$ cat src/rtl/hilo_unit.sv
// -----------------------------------------------------------------------------
// hilo_unit
// Architectural HI/LO register pair that sits beside the ALU in EX. It also
// contains an iterative radix-2 restoring divider for DIV/DIVU. The divider
// writes remainder->HI and quotient->LO.
//
// Ports
//   Clk, Rst      rising-edge clock, asynchronous active-low reset
//   HiLoEn        64-bit write strobe from the ALU (MULT/MULTU/MADD/MSUB)
//   HiLoWrite     ALU write data, [2W-1:W] -> HI, [W-1:0] -> LO
//   HiLoRead      registered {HI,LO}
//   MthiEn/MtloEn write MoveData into HI / LO (independent of each other)
//   MoveData      MTHI/MTLO source
//   DivStart      start a divide (IDLE only); DivSigned/DivA/DivB are
//                 sampled with it
//   Busy          divide in flight, pipeline must hold
//   DivDone       one-cycle pulse, result committed
//   DivByZero     one-cycle pulse with DivDone when the divisor was zero
//   WriteDropped  one-cycle pulse, a write/start was discarded last cycle
// -----------------------------------------------------------------------------
module hilo_unit #(
  parameter int DATA_WIDTH   = 32,
  parameter bit DIVZERO_KEEP = 1'b1
) (
  input  logic                    Clk,
  input  logic                    Rst,
  input  logic                    HiLoEn,
  input  logic [2*DATA_WIDTH-1:0] HiLoWrite,
  output logic [2*DATA_WIDTH-1:0] HiLoRead,
  input  logic                    MthiEn,
  input  logic                    MtloEn,
  input  logic [DATA_WIDTH-1:0]   MoveData,
  input  logic                    DivStart,
  input  logic                    DivSigned,
  input  logic [DATA_WIDTH-1:0]   DivA,
  input  logic [DATA_WIDTH-1:0]   DivB,
  output logic                    Busy,
  output logic                    DivDone,
  output logic                    DivByZero,
  output logic                    WriteDropped
);

  localparam int W     = DATA_WIDTH;
  localparam int CNT_W = $clog2(DATA_WIDTH);

  typedef enum logic [1:0] {
    S_IDLE,
    S_RUN,
    S_FIX,
    S_DONE
  } state_e;

  state_e             state_q, state_d;
  logic [W-1:0]       hi_q, hi_d;
  logic [W-1:0]       lo_q, lo_d;
  logic [W-1:0]       rem_q, rem_d;      // partial remainder (always < divisor)
  logic [W-1:0]       quot_q, quot_d;    // dividend shifts out, quotient shifts in
  logic [W-1:0]       div_q, div_d;      // divisor magnitude
  logic [CNT_W-1:0]   cnt_q, cnt_d;
  logic               q_neg_q, q_neg_d;
  logic               r_neg_q, r_neg_d;
  logic               zero_q, zero_d;
  logic               dropped_q, dropped_d;

  // Operand magnitudes. 0x80000000 maps onto itself, which is the correct
  // unsigned magnitude, so W bits are enough.
  logic         a_neg, b_neg;
  logic [W-1:0] abs_a, abs_b;

  assign a_neg = DivSigned & DivA[W-1];
  assign b_neg = DivSigned & DivB[W-1];
  assign abs_a = a_neg ? (~DivA + 1'b1) : DivA;
  assign abs_b = b_neg ? (~DivB + 1'b1) : DivB;

  // One restoring step. The shifted remainder needs W+1 bits. The kept
  // difference is always below the divisor, so W bits of it suffice.
  logic [W:0]   rem_shift;
  logic [W-1:0] trial;
  logic         fits;

  assign rem_shift = {rem_q, quot_q[W-1]};
  assign fits      = (rem_shift >= {1'b0, div_q});
  assign trial     = rem_shift[W-1:0] - div_q;

  logic any_write;
  assign any_write = HiLoEn | MthiEn | MtloEn;

  // NOTE: every variable written here gets a default first so no path
  // leaves it unassigned, which would infer a latch.
  always_comb begin
    state_d   = state_q;
    hi_d      = hi_q;
    lo_d      = lo_q;
    rem_d     = rem_q;
    quot_d    = quot_q;
    div_d     = div_q;
    cnt_d     = cnt_q;
    q_neg_d   = q_neg_q;
    r_neg_d   = r_neg_q;
    zero_d    = zero_q;
    dropped_d = 1'b0;

    unique case (state_q)
      S_IDLE: begin
        if (DivStart) begin
          // A start takes the cycle. Any write arriving with it is lost.
          dropped_d = any_write;
          rem_d     = '0;
          quot_d    = abs_a;
          div_d     = abs_b;
          q_neg_d   = a_neg ^ b_neg;
          r_neg_d   = a_neg;
          cnt_d     = CNT_W'(W - 1);
          if (DivB == '0) begin
            zero_d  = 1'b1;
            state_d = S_DONE;
            // The result is written on the start edge, so it is already
            // visible while DivDone is high.
            if (!DIVZERO_KEEP) begin
              hi_d = DivA;
              lo_d = '1;
            end
          end else begin
            zero_d  = 1'b0;
            state_d = S_RUN;
          end
        end else if (HiLoEn) begin
          hi_d = HiLoWrite[2*W-1:W];
          lo_d = HiLoWrite[W-1:0];
        end else begin
          if (MthiEn) hi_d = MoveData;
          if (MtloEn) lo_d = MoveData;
        end
      end

      S_RUN: begin
        dropped_d = any_write | DivStart;
        rem_d     = fits ? trial : rem_shift[W-1:0];
        quot_d    = {quot_q[W-2:0], fits};
        cnt_d     = cnt_q - 1'b1;
        if (cnt_q == '0) state_d = S_FIX;
      end

      S_FIX: begin
        dropped_d = any_write | DivStart;
        hi_d      = r_neg_q ? (~rem_q + 1'b1)  : rem_q;
        lo_d      = q_neg_q ? (~quot_q + 1'b1) : quot_q;
        state_d   = S_DONE;
      end

      S_DONE: begin
        dropped_d = any_write | DivStart;
        state_d   = S_IDLE;
      end

      default: state_d = S_IDLE;
    endcase
  end

  // NOTE: sequential state uses non-blocking assignments only, so every
  // register samples the pre-edge values of the others.
  always_ff @(posedge Clk or negedge Rst) begin
    if (!Rst) begin
      state_q   <= S_IDLE;
      hi_q      <= '0;
      lo_q      <= '0;
      rem_q     <= '0;
      quot_q    <= '0;
      div_q     <= '0;
      cnt_q     <= '0;
      q_neg_q   <= 1'b0;
      r_neg_q   <= 1'b0;
      zero_q    <= 1'b0;
      dropped_q <= 1'b0;
    end else begin
      state_q   <= state_d;
      hi_q      <= hi_d;
      lo_q      <= lo_d;
      rem_q     <= rem_d;
      quot_q    <= quot_d;
      div_q     <= div_d;
      cnt_q     <= cnt_d;
      q_neg_q   <= q_neg_d;
      r_neg_q   <= r_neg_d;
      zero_q    <= zero_d;
      dropped_q <= dropped_d;
    end
  end

  assign HiLoRead     = {hi_q, lo_q};
  assign Busy         = (state_q != S_IDLE);
  assign DivDone      = (state_q == S_DONE);
  assign DivByZero    = (state_q == S_DONE) & zero_q;
  assign WriteDropped = dropped_q;

endmodule

$ cat config.mk
export PLATFORM = sky130hd
export DESIGN_NAME = hilo_unit
export DESIGN_NICKNAME = d
export VERILOG_FILES = /design/src/rtl/hilo_unit.sv
export SDC_FILE = /design/constraint.sdc
export NUM_CORES = 1
export LEC_CHECK = 0
export BUFFER_PORTS_ARGS = -buffer_cell sky130_fd_sc_hd__buf_2
export CAP_MARGIN = 10
export CORE_MARGIN = 2
export CORE_UTILIZATION = 52
export CTS_CLUSTER_SIZE = 40
export DETAILED_ROUTE_END_ITERATION = 7
export PLACE_DENSITY_LB_ADDON = 0.08
export SLEW_MARGIN = 10
export SYNTH_ARGS = -nofsm -noshare
export SYNTH_HDL_FRONTEND = slang
export SYNTH_SLANG_ARGS = --single-unit
$ cat constraint.sdc
create_clock -name Clk -period 2.7 [get_ports Clk]
set_input_delay 0.54 -clock Clk [delete_from_list [all_inputs] [get_ports Clk]]
set_output_delay 0.54 -clock Clk [all_outputs]
set_load 0.01 [all_outputs]
==> impl_metrics.toml, run 1 <==
[outcome]
status = "finished, violations left"
failed_checks = "negative setup slack"

[global_routing]
busiest_layer = "met2"
grt_max_degree = 128
grt_pass1_vias = 12300
grt-ovfl-total = 0
antenna_found_initial = 0
grtUsageMet2 = 0.530
use_met1 = 0.471
grt_use_met3 = 0.0504
grt_pass1_wl_mm = 65.7
grt_usage = 0.339

[synthesis]
ys_async_sr_fraction = 1.00
synth_common_cells = "o21ai_0 (218), nand2_1 (202), a21oi_1 (185)"
synthCells = 1587
ys_seq_elements = 171
netlist_top_cells_area = "dfrtp_1 (34%), o21ai_0 (8.8%), a21oi_1 (7.5%), xnor2_1 (6.3%), nand2_1 (6.1%)"
yosysWarnings = 0
synth_edf_count = 0
synth_nets = 1797
yosysMostFrequentCell = "o21ai_0"
synth_ff_type = "dfrtp_1"
synth_cell_types = 61
ys_seq_area_frac = 0.345
syn_area_per_cell_um2 = 7.82
synth_top_area_cell = "dfrtp_1"
synth_top_area_frac = 0.345
synthesis.area_um2 = 12400

[floorplanning]
die_w_um = 158
placementRows = 56
core_um2 = 23500
ios = 235
die_y_um = 158
dieArea_um2 = 25100
initial_core_util = 0.529

[cts]
clkSinkCount = 171
clkSlewWorstSetupHoldPaths_ns = 0.07
clk_latency_ns = 0.44
cts.path.max_buffers = 2
htree_levels = 4
cts_root_buf = "clkbuf_16"
cts-buffers-inserted = 17
cts_tree = "done"

[route]
drtAntennaViolNets = 0
drtPass1Iterations = 6
remaining_drc_errors = 0
wl_per_cell_um = 19.6
finalWirelength_mm = 44.9
drt_iter0_markers = 1261
vias_per_cell = 5.86
num_vias = 13400

[finish]
layoutNonFillerInstCount = 2289
final_area_um2 = 17100
drive_gt1_frac = 0.322
area_growth_pct = 37.7
diodes = 0
fin_nets = 2167

[worst_setup_path]
criticalPathCategory = "reg -> reg"
r2r-end = "rem_q[14]"
timing.rr.start = "rem_q[10]"
crit_path_end_kind = "flop"
slowest_delay_ns = 0.43
worst-r2r-setup-slack_ns = -0.26
rr_worst_depth = 12
critPathSlowestCell = "dfrtp_1"
cp_max_fo = 8
worst-endpoint-arrival_ns = 3.26
crit_path_cell_trace = "ha_4, and2_4, nand4_1, a211oi_4, nor3_4, buf_6, o211ai_1, nand2_2, buf_12, clkbuf_16, a21oi_1, o21ai_1"
critPathRequiredTime_ns = 3.00
worst_setup_path_start_kind = "flop"

[worst_hold_path]
hold_path.class = "in -> async"

[power]
max-vdd-ir-drop_mv = 0.933
p_leak_uw = 0.00789
p_per_area_nw_per_um2 = 1220

[sta]
finalCriticalPeriod_ns = 2.96
rsz0062_at_grt = "true"
worstMarginPinSlew_ns = 0.665
hold_viol = 0
slew_viol_final = 0
fin_ws_ns = -0.264
whs_ns = 0.00704
finalSetupTns_ns = -5.48
relSlewSlack = 0.551
max_freq_ghz = 0.337
period_share = 1.10
skew_ns = 0.0117
setup_violations = 45

[placed_design]
gp_congestion = 0.982
placed_area_um2 = 15300
port-buffer-count = 234
place_hpwl_mm = 32.6
dp.cells = 2229

[flow_run]
maxCapViolCount = 0
[cells by family (layout without fill, tap and decap cells)]
group / count (synthesis) / in the layout / share of synthesized area
muxes: 29 / 29 / 0.0240
AOI/OAI and AO/OA: 541 / 541 / 0.250
xor gates and xnor gates: 147 / 147 / 0.104
DFF: 171 / 171 / 0.345
buffers and inverters: 154 / 537 / 0.0466
and+or+nand+nor: 502 / 502 / 0.186
adders and majority gates: 43 / 43 / 0.0440
[state kept, by name, indices dropped and copies added, names as in the netlist]
signal and cells:
div_q 32, hi_q 32, lo_q 32, quot_q 32, rem_q 32, cnt_q 5, state_q 2, WriteDropped 1
q_neg_q 1, r_neg_q 1, zero_q 1
[metrics by stage]
step | total power (uW) | setup WS (ns) | utilization
6_report | 20800 | -0.264 | 0.728
2_1_floorplan | 11200 | -0.161 | -
4_1_cts | 19400 | -0.225 | 0.695
3_3_place_gp | 15500 | -0.376 | 0.651
5_1_grt | 22000 | -0.339 | 0.728
3_5_place_dp | 15800 | -0.445 | 0.651
[power breakdown]
group	switching [uW]	total, uW	internal [uW]
combinational	7720	13500	5740
clock	1160	2830	1670
sequential	852	4490	3640
total	9730	20800	11000
[what timing repair did]
item | in CTS | in global routing
gates cloned | 0 | 6
hold buffers | 0 | 0
pin swaps | 43 | 70
buffers inserted | 10 | 12
gates resized for setup | 64 | 149
endpoints found under the setup margin | 47 | 59
[layout make-up]
type	instances	area (um^2)
clock inverters	15	233
clock buffers	17	425
fillers	1842	6390
multi-input cells	1262	8480
inverters	58	218
flip-flops and latches	171	4280
well taps	319	399
repair buffers	447	3040
[placed cells by master (no fill, tap or decap), types with 8 or more instances in the layout]
cell / n
a211oi_1: 11
buf_2: 230
nor2_4: 11
nor4_1: 8
nor2_1: 121
nand3_1: 15
inv_1: 49
ha_1: 29
clkbuf_16: 21
buf_4: 190
o21ai_1: 43
xor2_1: 57
xnor2_1: 85
a21o_1: 29
ha_4: 12
a21oi_2: 22
inv_2: 9
buf_12: 11
or3_1: 17
o31ai_1: 22
o41ai_1: 8
o21ai_0: 167
nand2_1: 200
a21oi_1: 159
mux2i_1: 23
nand2b_1: 10
nor2b_1: 22
nor3_1: 18
o21ai_2: 8
nand4_1: 16
buf_6: 9
dfrtp_1: 170
[layer usage]
metal  vias to the layer above  routed length, um
li1                       6341                  -
met1                      6330              19600
met2                       612              19800
met3                       138               3450
met4                         0               2030
met5                         -                  0
[critical path, delay by kind of cell (launching register included)]
family                   cells  cell delay, ns
flip-flops                   1            0.43
adder cells (fa/ha/maj)      1            0.30
buffers and inverters        3            0.48
AO/OA/AOI/OAI                4            0.99
AND/OR/NAND/NOR              4            0.62
[how the worst max path moves through the flow]
stage / startpoint / to / cells past startpoint
2_1_floorplan: DivA[14] / quot_q[24] / 9
3_3_place_gp: DivA[14] / quot_q[24] / 10
3_5_place_dp: DivA[14] / quot_q[24] / 10
4_1_cts: quot_q[31] / rem_q[16] / 14
5_1_grt: quot_q[31] / rem_q[16] / 14
6_report: rem_q[10] / rem_q[14] / 12
No activity file was read; power rests on OpenSTA's default activity.
==> run 2: changes to the inputs <==
--- a/config.mk
+++ b/config.mk
@@ -7,11 +7,12 @@
 export LEC_CHECK = 0
 export BUFFER_PORTS_ARGS = -buffer_cell sky130_fd_sc_hd__buf_2
 export CAP_MARGIN = 10
+export CORE_ASPECT_RATIO = 0.8
 export CORE_MARGIN = 2
 export CORE_UTILIZATION = 52
 export CTS_CLUSTER_SIZE = 40
 export DETAILED_ROUTE_END_ITERATION = 7
-export PLACE_DENSITY_LB_ADDON = 0.08
+export PLACE_DENSITY_LB_ADDON = 0.05
 export SLEW_MARGIN = 10
 export SYNTH_ARGS = -nofsm -noshare
 export SYNTH_HDL_FRONTEND = slang
==> impl_metrics.toml, run 2 (synthesis gave the netlist of run 1 again) <==
[outcome]
status = "finished, violations left"
failed_checks = "negative setup slack"

[global_routing]
grt_max_degree = 128
grt_usage = 0.340
grt-ovfl-total = 0
grt_pass1_vias = 12100
antenna_found_initial = 0
grt_pass1_wl_mm = 66.0

[sta]
max_freq_ghz = 0.335
worstMarginPinSlew_ns = 0.753
finalCriticalPeriod_ns = 2.98
skew_ns = 0.0111
slew_viol_final = 0
whs_ns = 0.0704
setup_violations = 35
finalSetupTns_ns = -4.20
relSlewSlack = 0.498
rsz0062_at_grt = "true"
fin_ws_ns = -0.285
hold_viol = 0
period_share = 1.11

[floorplanning]
die_w_um = 177
core_um2 = 23400
die_y_um = 142
dieArea_um2 = 25100
initial_core_util = 0.530
placementRows = 50
ios = 235

[worst_setup_path]
criticalPathCategory = "reg -> reg"
cp_max_fo = 3
worst_setup_path_start_kind = "flop"
worst-endpoint-arrival_ns = 3.30
critPathRequiredTime_ns = 3.01
critical_path_buf_inv_count = 4
worst-r2r-setup-slack_ns = -0.28
crit_path_cell_trace = "inv_1, ha_2, inv_2, fa_2, a211oi_4, o211ai_1, a221oi_2, buf_4, o31a_1, buf_4, nor2_4, a31oi_1, xor2_1, o21ai_1"
crit_path_end_kind = "flop"
critPathSlowestCell = "dfrtp_1"
cp_top_family = "compound AO/OA/AOI/OAI gates"
cp_common_cell = "buf_4"
slowest_delay_ns = 0.39

[placed_design]
place_hpwl_mm = 33.7
placed_area_um2 = 15500
gp_congestion = 0.993
port-buffer-count = 234

[finish]
fin_nets = 2208
area_growth_pct = 40.0
final_area_um2 = 17400
final_cell_mix = "buf_2 (230), buf_4 (218), nand2_1 (196)"
drive_gt1_frac = 0.331
final_core_util = 0.742
layout_commonest_cell = "buf_2"
diodes = 0

[route]
drt_iter0_markers = 1358
remaining_drc_errors = 0
drtPass1Iterations = 5
finalWirelength_mm = 45.1
wl_per_cell_um = 19.4
drtAntennaViolNets = 0
vias_per_cell = 5.81
num_vias = 13500

[power]
max-vdd-ir-drop_mv = 0.667
p_per_area_nw_per_um2 = 1230
totalPowerFinal_uw = 21300
p_leak_uw = 0.00809

[worst_hold_path]
hold_path.class = "in -> async"

[cts]
cts-buffers-inserted = 17
clkSinkCount = 171
clk_latency_ns = 0.44
cts_root_buf = "clkbuf_16"
cts_tree = "done"
cts.path.max_buffers = 2
clkSlewWorstSetupHoldPaths_ns = 0.07
htree_levels = 4

[flow_run]
maxCapViolCount = 0
-- run 2: path summary, 6_finish.rpt --
| path | start | endpoint | cells past startpoint |
|---|---|---|---|
| max | quot_q[31] | rem_q[18] | 14 |
| min | Rst | quot_q[16] | 1 |
| max reg2reg | quot_q[31] | rem_q[18] | 14 |
| min reg2reg | lo_q[29] | lo_q[29] | 1 |
| max in group asynchronous | Rst | rem_q[5] | 2 |
| min in group Clk | DivB[30] | div_q[30] | 3 |
-- run 2: cell type report --
type / instances / area (um^2)
multi-input combinational: 1262 / 8480
fill: 1839 / 6030
sequential: 171 / 4280
timing repair buffer: 488 / 3370
clock buffer: 19 / 453
tap: 312 / 390
inverter: 58 / 218
clock inverter: 13 / 179
-- run 2: through the flow --
step | setup WS (ns) | instances
4_1_cts | -0.211 | 2300
5_1_grt | -0.393 | 2323
3_5_place_dp | -0.380 | 2252
6_report | -0.285 | 2323
3_3_place_gp | -0.381 | 2252
2_1_floorplan | -0.161 | 1587
-- run 2: power breakdown --
group / total [uW] / internal, uW / switching [uW]
combinational: 14100 / 6370 / 7740
clock: 2690 / 1530 / 1150
sequential: 4520 / 3640 / 878
-- run 2: routing by layer --
metal	global-route usage	wire length, um	vias to the layer above	share of wire
li1	-	-	6424	-
met5	0	0	-	0
met4	0.0687	709	0	0.016
met1	0.518	21000	6377	0.47
met2	0.503	19200	650	0.43
met3	0.0628	4230	49	0.094
-- run 2: timing repair --
item,in CTS,in global routing
resized for setup,65,133
pin swaps,47,56
hold buffers,0,0
endpoints found under the setup margin,50,59
cloned,0,5
setup buffers,19,18
==> run 3: changes to the inputs <==
==> constraint.sdc (replaced) <==
create_clock -name Clk -period 2.5 [get_ports Clk]
set_input_delay 0.5 -clock Clk [delete_from_list [all_inputs] [get_ports Clk]]
set_output_delay 0.5 -clock Clk [all_outputs]
set_load 0.01 [all_outputs]
==> impl_metrics.toml, run 3 (synthesis gave the netlist of run 1 again) <==
[outcome]
status = "finished, violations left"
failed_checks = "negative setup slack"

[finish]
n_fill_cell = 1738
drive_gt1_frac = 0.369
diodes = 0
fin_nets = 2227
layout_commonest_cell = "buf_4"
area_growth_pct = 43.8
final_cell_mix = "buf_4 (235), buf_2 (231), nand2_1 (197)"
layoutNonFillerInstCount = 2342

[worst_setup_path]
timing.rr.start = "quot_q[31]"
criticalPathCategory = "reg -> reg"
cp_max_fo = 3
worst_setup_path_start_kind = "flop"
crit_path_end_kind = "flop"
critPathRequiredTime_ns = 2.81
worst-r2r-setup-slack_ns = -0.45
rr_worst_depth = 15
r2r-end = "rem_q[16]"
worst-endpoint-arrival_ns = 3.26

[flow_run]
maxCapViolCount = 0

[power]
p_leak_uw = 0.00822
max-vdd-ir-drop_mv = 1.12
p_per_area_nw_per_um2 = 1330

[route]
remaining_drc_errors = 0
vias_per_cell = 5.95
drtPass1Iterations = 5
num_vias = 13900
drtAntennaViolNets = 0
finalWirelength_mm = 47.0
drt_iter0_markers = 1290
wl_per_cell_um = 20.1

[global_routing]
grt_pass1_wl_mm = 69.4
grt_usage = 0.356
grt_max_degree = 66
antenna_found_initial = 0
grt-ovfl-total = 0
grt_pass1_vias = 12700

[cts]
clk_latency_ns = 0.44
cts.path.max_buffers = 2
cts_tree = "done"
ctsHoldBuffers = 0
htree_levels = 4
clkSlewWorstSetupHoldPaths_ns = 0.08
cts_root_buf = "clkbuf_16"
clkSinkCount = 171
cts-buffers-inserted = 17

[sta]
worstMarginPinSlew_ns = 0.985
relSlewSlack = 0.344
hold_viol = 0
slew_viol_final = 0
max_freq_ghz = 0.339
setup_violations = 58
rsz0062_at_grt = "true"
finalCriticalPeriod_ns = 2.95
skew_ns = 0.0140
whs_ns = 0.0190
period_share = 1.18
fin_ws_ns = -0.451

[floorplanning]
placementRows = 50
die_y_um = 142
die_w_um = 177
ios = 235
dieArea_um2 = 25100
initial_core_util = 0.530
core_um2 = 23400

[placed_design]
place_ws_ns = -0.602
dp.cells = 2264
place_hpwl_mm = 34.0
gp_congestion = 0.972
port-buffer-count = 234

[worst_hold_path]
hold_path.class = "in -> async"
## run 3: changes by cell type in the layout (fill, tap and decap cells not counted), sizes merged
cell      delta
clkinv       -2
inv          +4
bufinv       -2
clkbuf       -3
clkinvlp     +1
buf         +21
## run 3: repair_timing
action / CTS / global route
cloned: 2 / 1
setup endpoints to repair: 60 / 67
buffers inserted: 29 / 21
pin swaps: 81 / 78
resized for setup: 156 / 127
## run 3: area by class of cell
class | count | area, um^2 | area share
multi-input cells | 1262 | 8890 | 0.498
flip-flops and latches | 171 | 4290 | 0.240
well taps | 312 | 390 | 0.0219
repair buffers | 507 | 3480 | 0.195
inverters | 58 | 218 | 0.0122
clock inverters | 14 | 151 | 0.00848
clock buffers | 18 | 429 | 0.0240
## run 3: worst max-delay path: stages (launching register included)
cell and delay, ns:
dfrtp_1 0.39, inv_2 0.07, ha_4 0.15, inv_2 0.04, fa_2 0.38, a211oi_4 0.23
o211ai_1 0.20, a221oi_2 0.28, buf_4 0.17, o31a_1 0.19, buf_6 0.15, o21ai_4 0.06
xnor2_2 0.16, nor2_1 0.08, a21oi_1 0.16, o21ai_1 0.11
## run 3: worst max-delay path by stage
stage          depth (start not counted)    endpoint  slack, ns       start
2_1_floorplan                          9  quot_q[24]      -0.34    DivA[14]
3_3_place_gp                          10  quot_q[24]      -0.56    DivA[14]
3_5_place_dp                          10  quot_q[24]      -0.60    DivA[14]
4_1_cts                                9    hi_q[28]      -0.36    rem_q[6]
5_1_grt                               15   rem_q[16]      -0.57  quot_q[31]
6_report                              15   rem_q[16]      -0.45  quot_q[31]
## run 3: stage by stage
stage	total power [uW]	setup TNS, ns	area (um^2)	utilization
final	23800	-13.84	17800	0.763
after global routing	25100	-19.38	17800	0.763
after CTS	22000	-10.11	17200	0.734
after detailed placement	17700	-21.12	15700	0.671
after global placement	17400	-17.68	15700	0.671
after floorplan	12300	-5.16	12700	-
## run 3: per-layer routing
layer  track usage  routed length (um)
met3        0.0606                4250
met5             0                   0
met1         0.523               20900
met4         0.108                1660
met2         0.536               20300
## run 3: report_power, final
group	internal, uW	switching, uW	total (uW)
Sequential	3930	1020	4950
Combinational	7040	9040	16100
Clock	1420	1300	2720
Total	12400	11400	23800
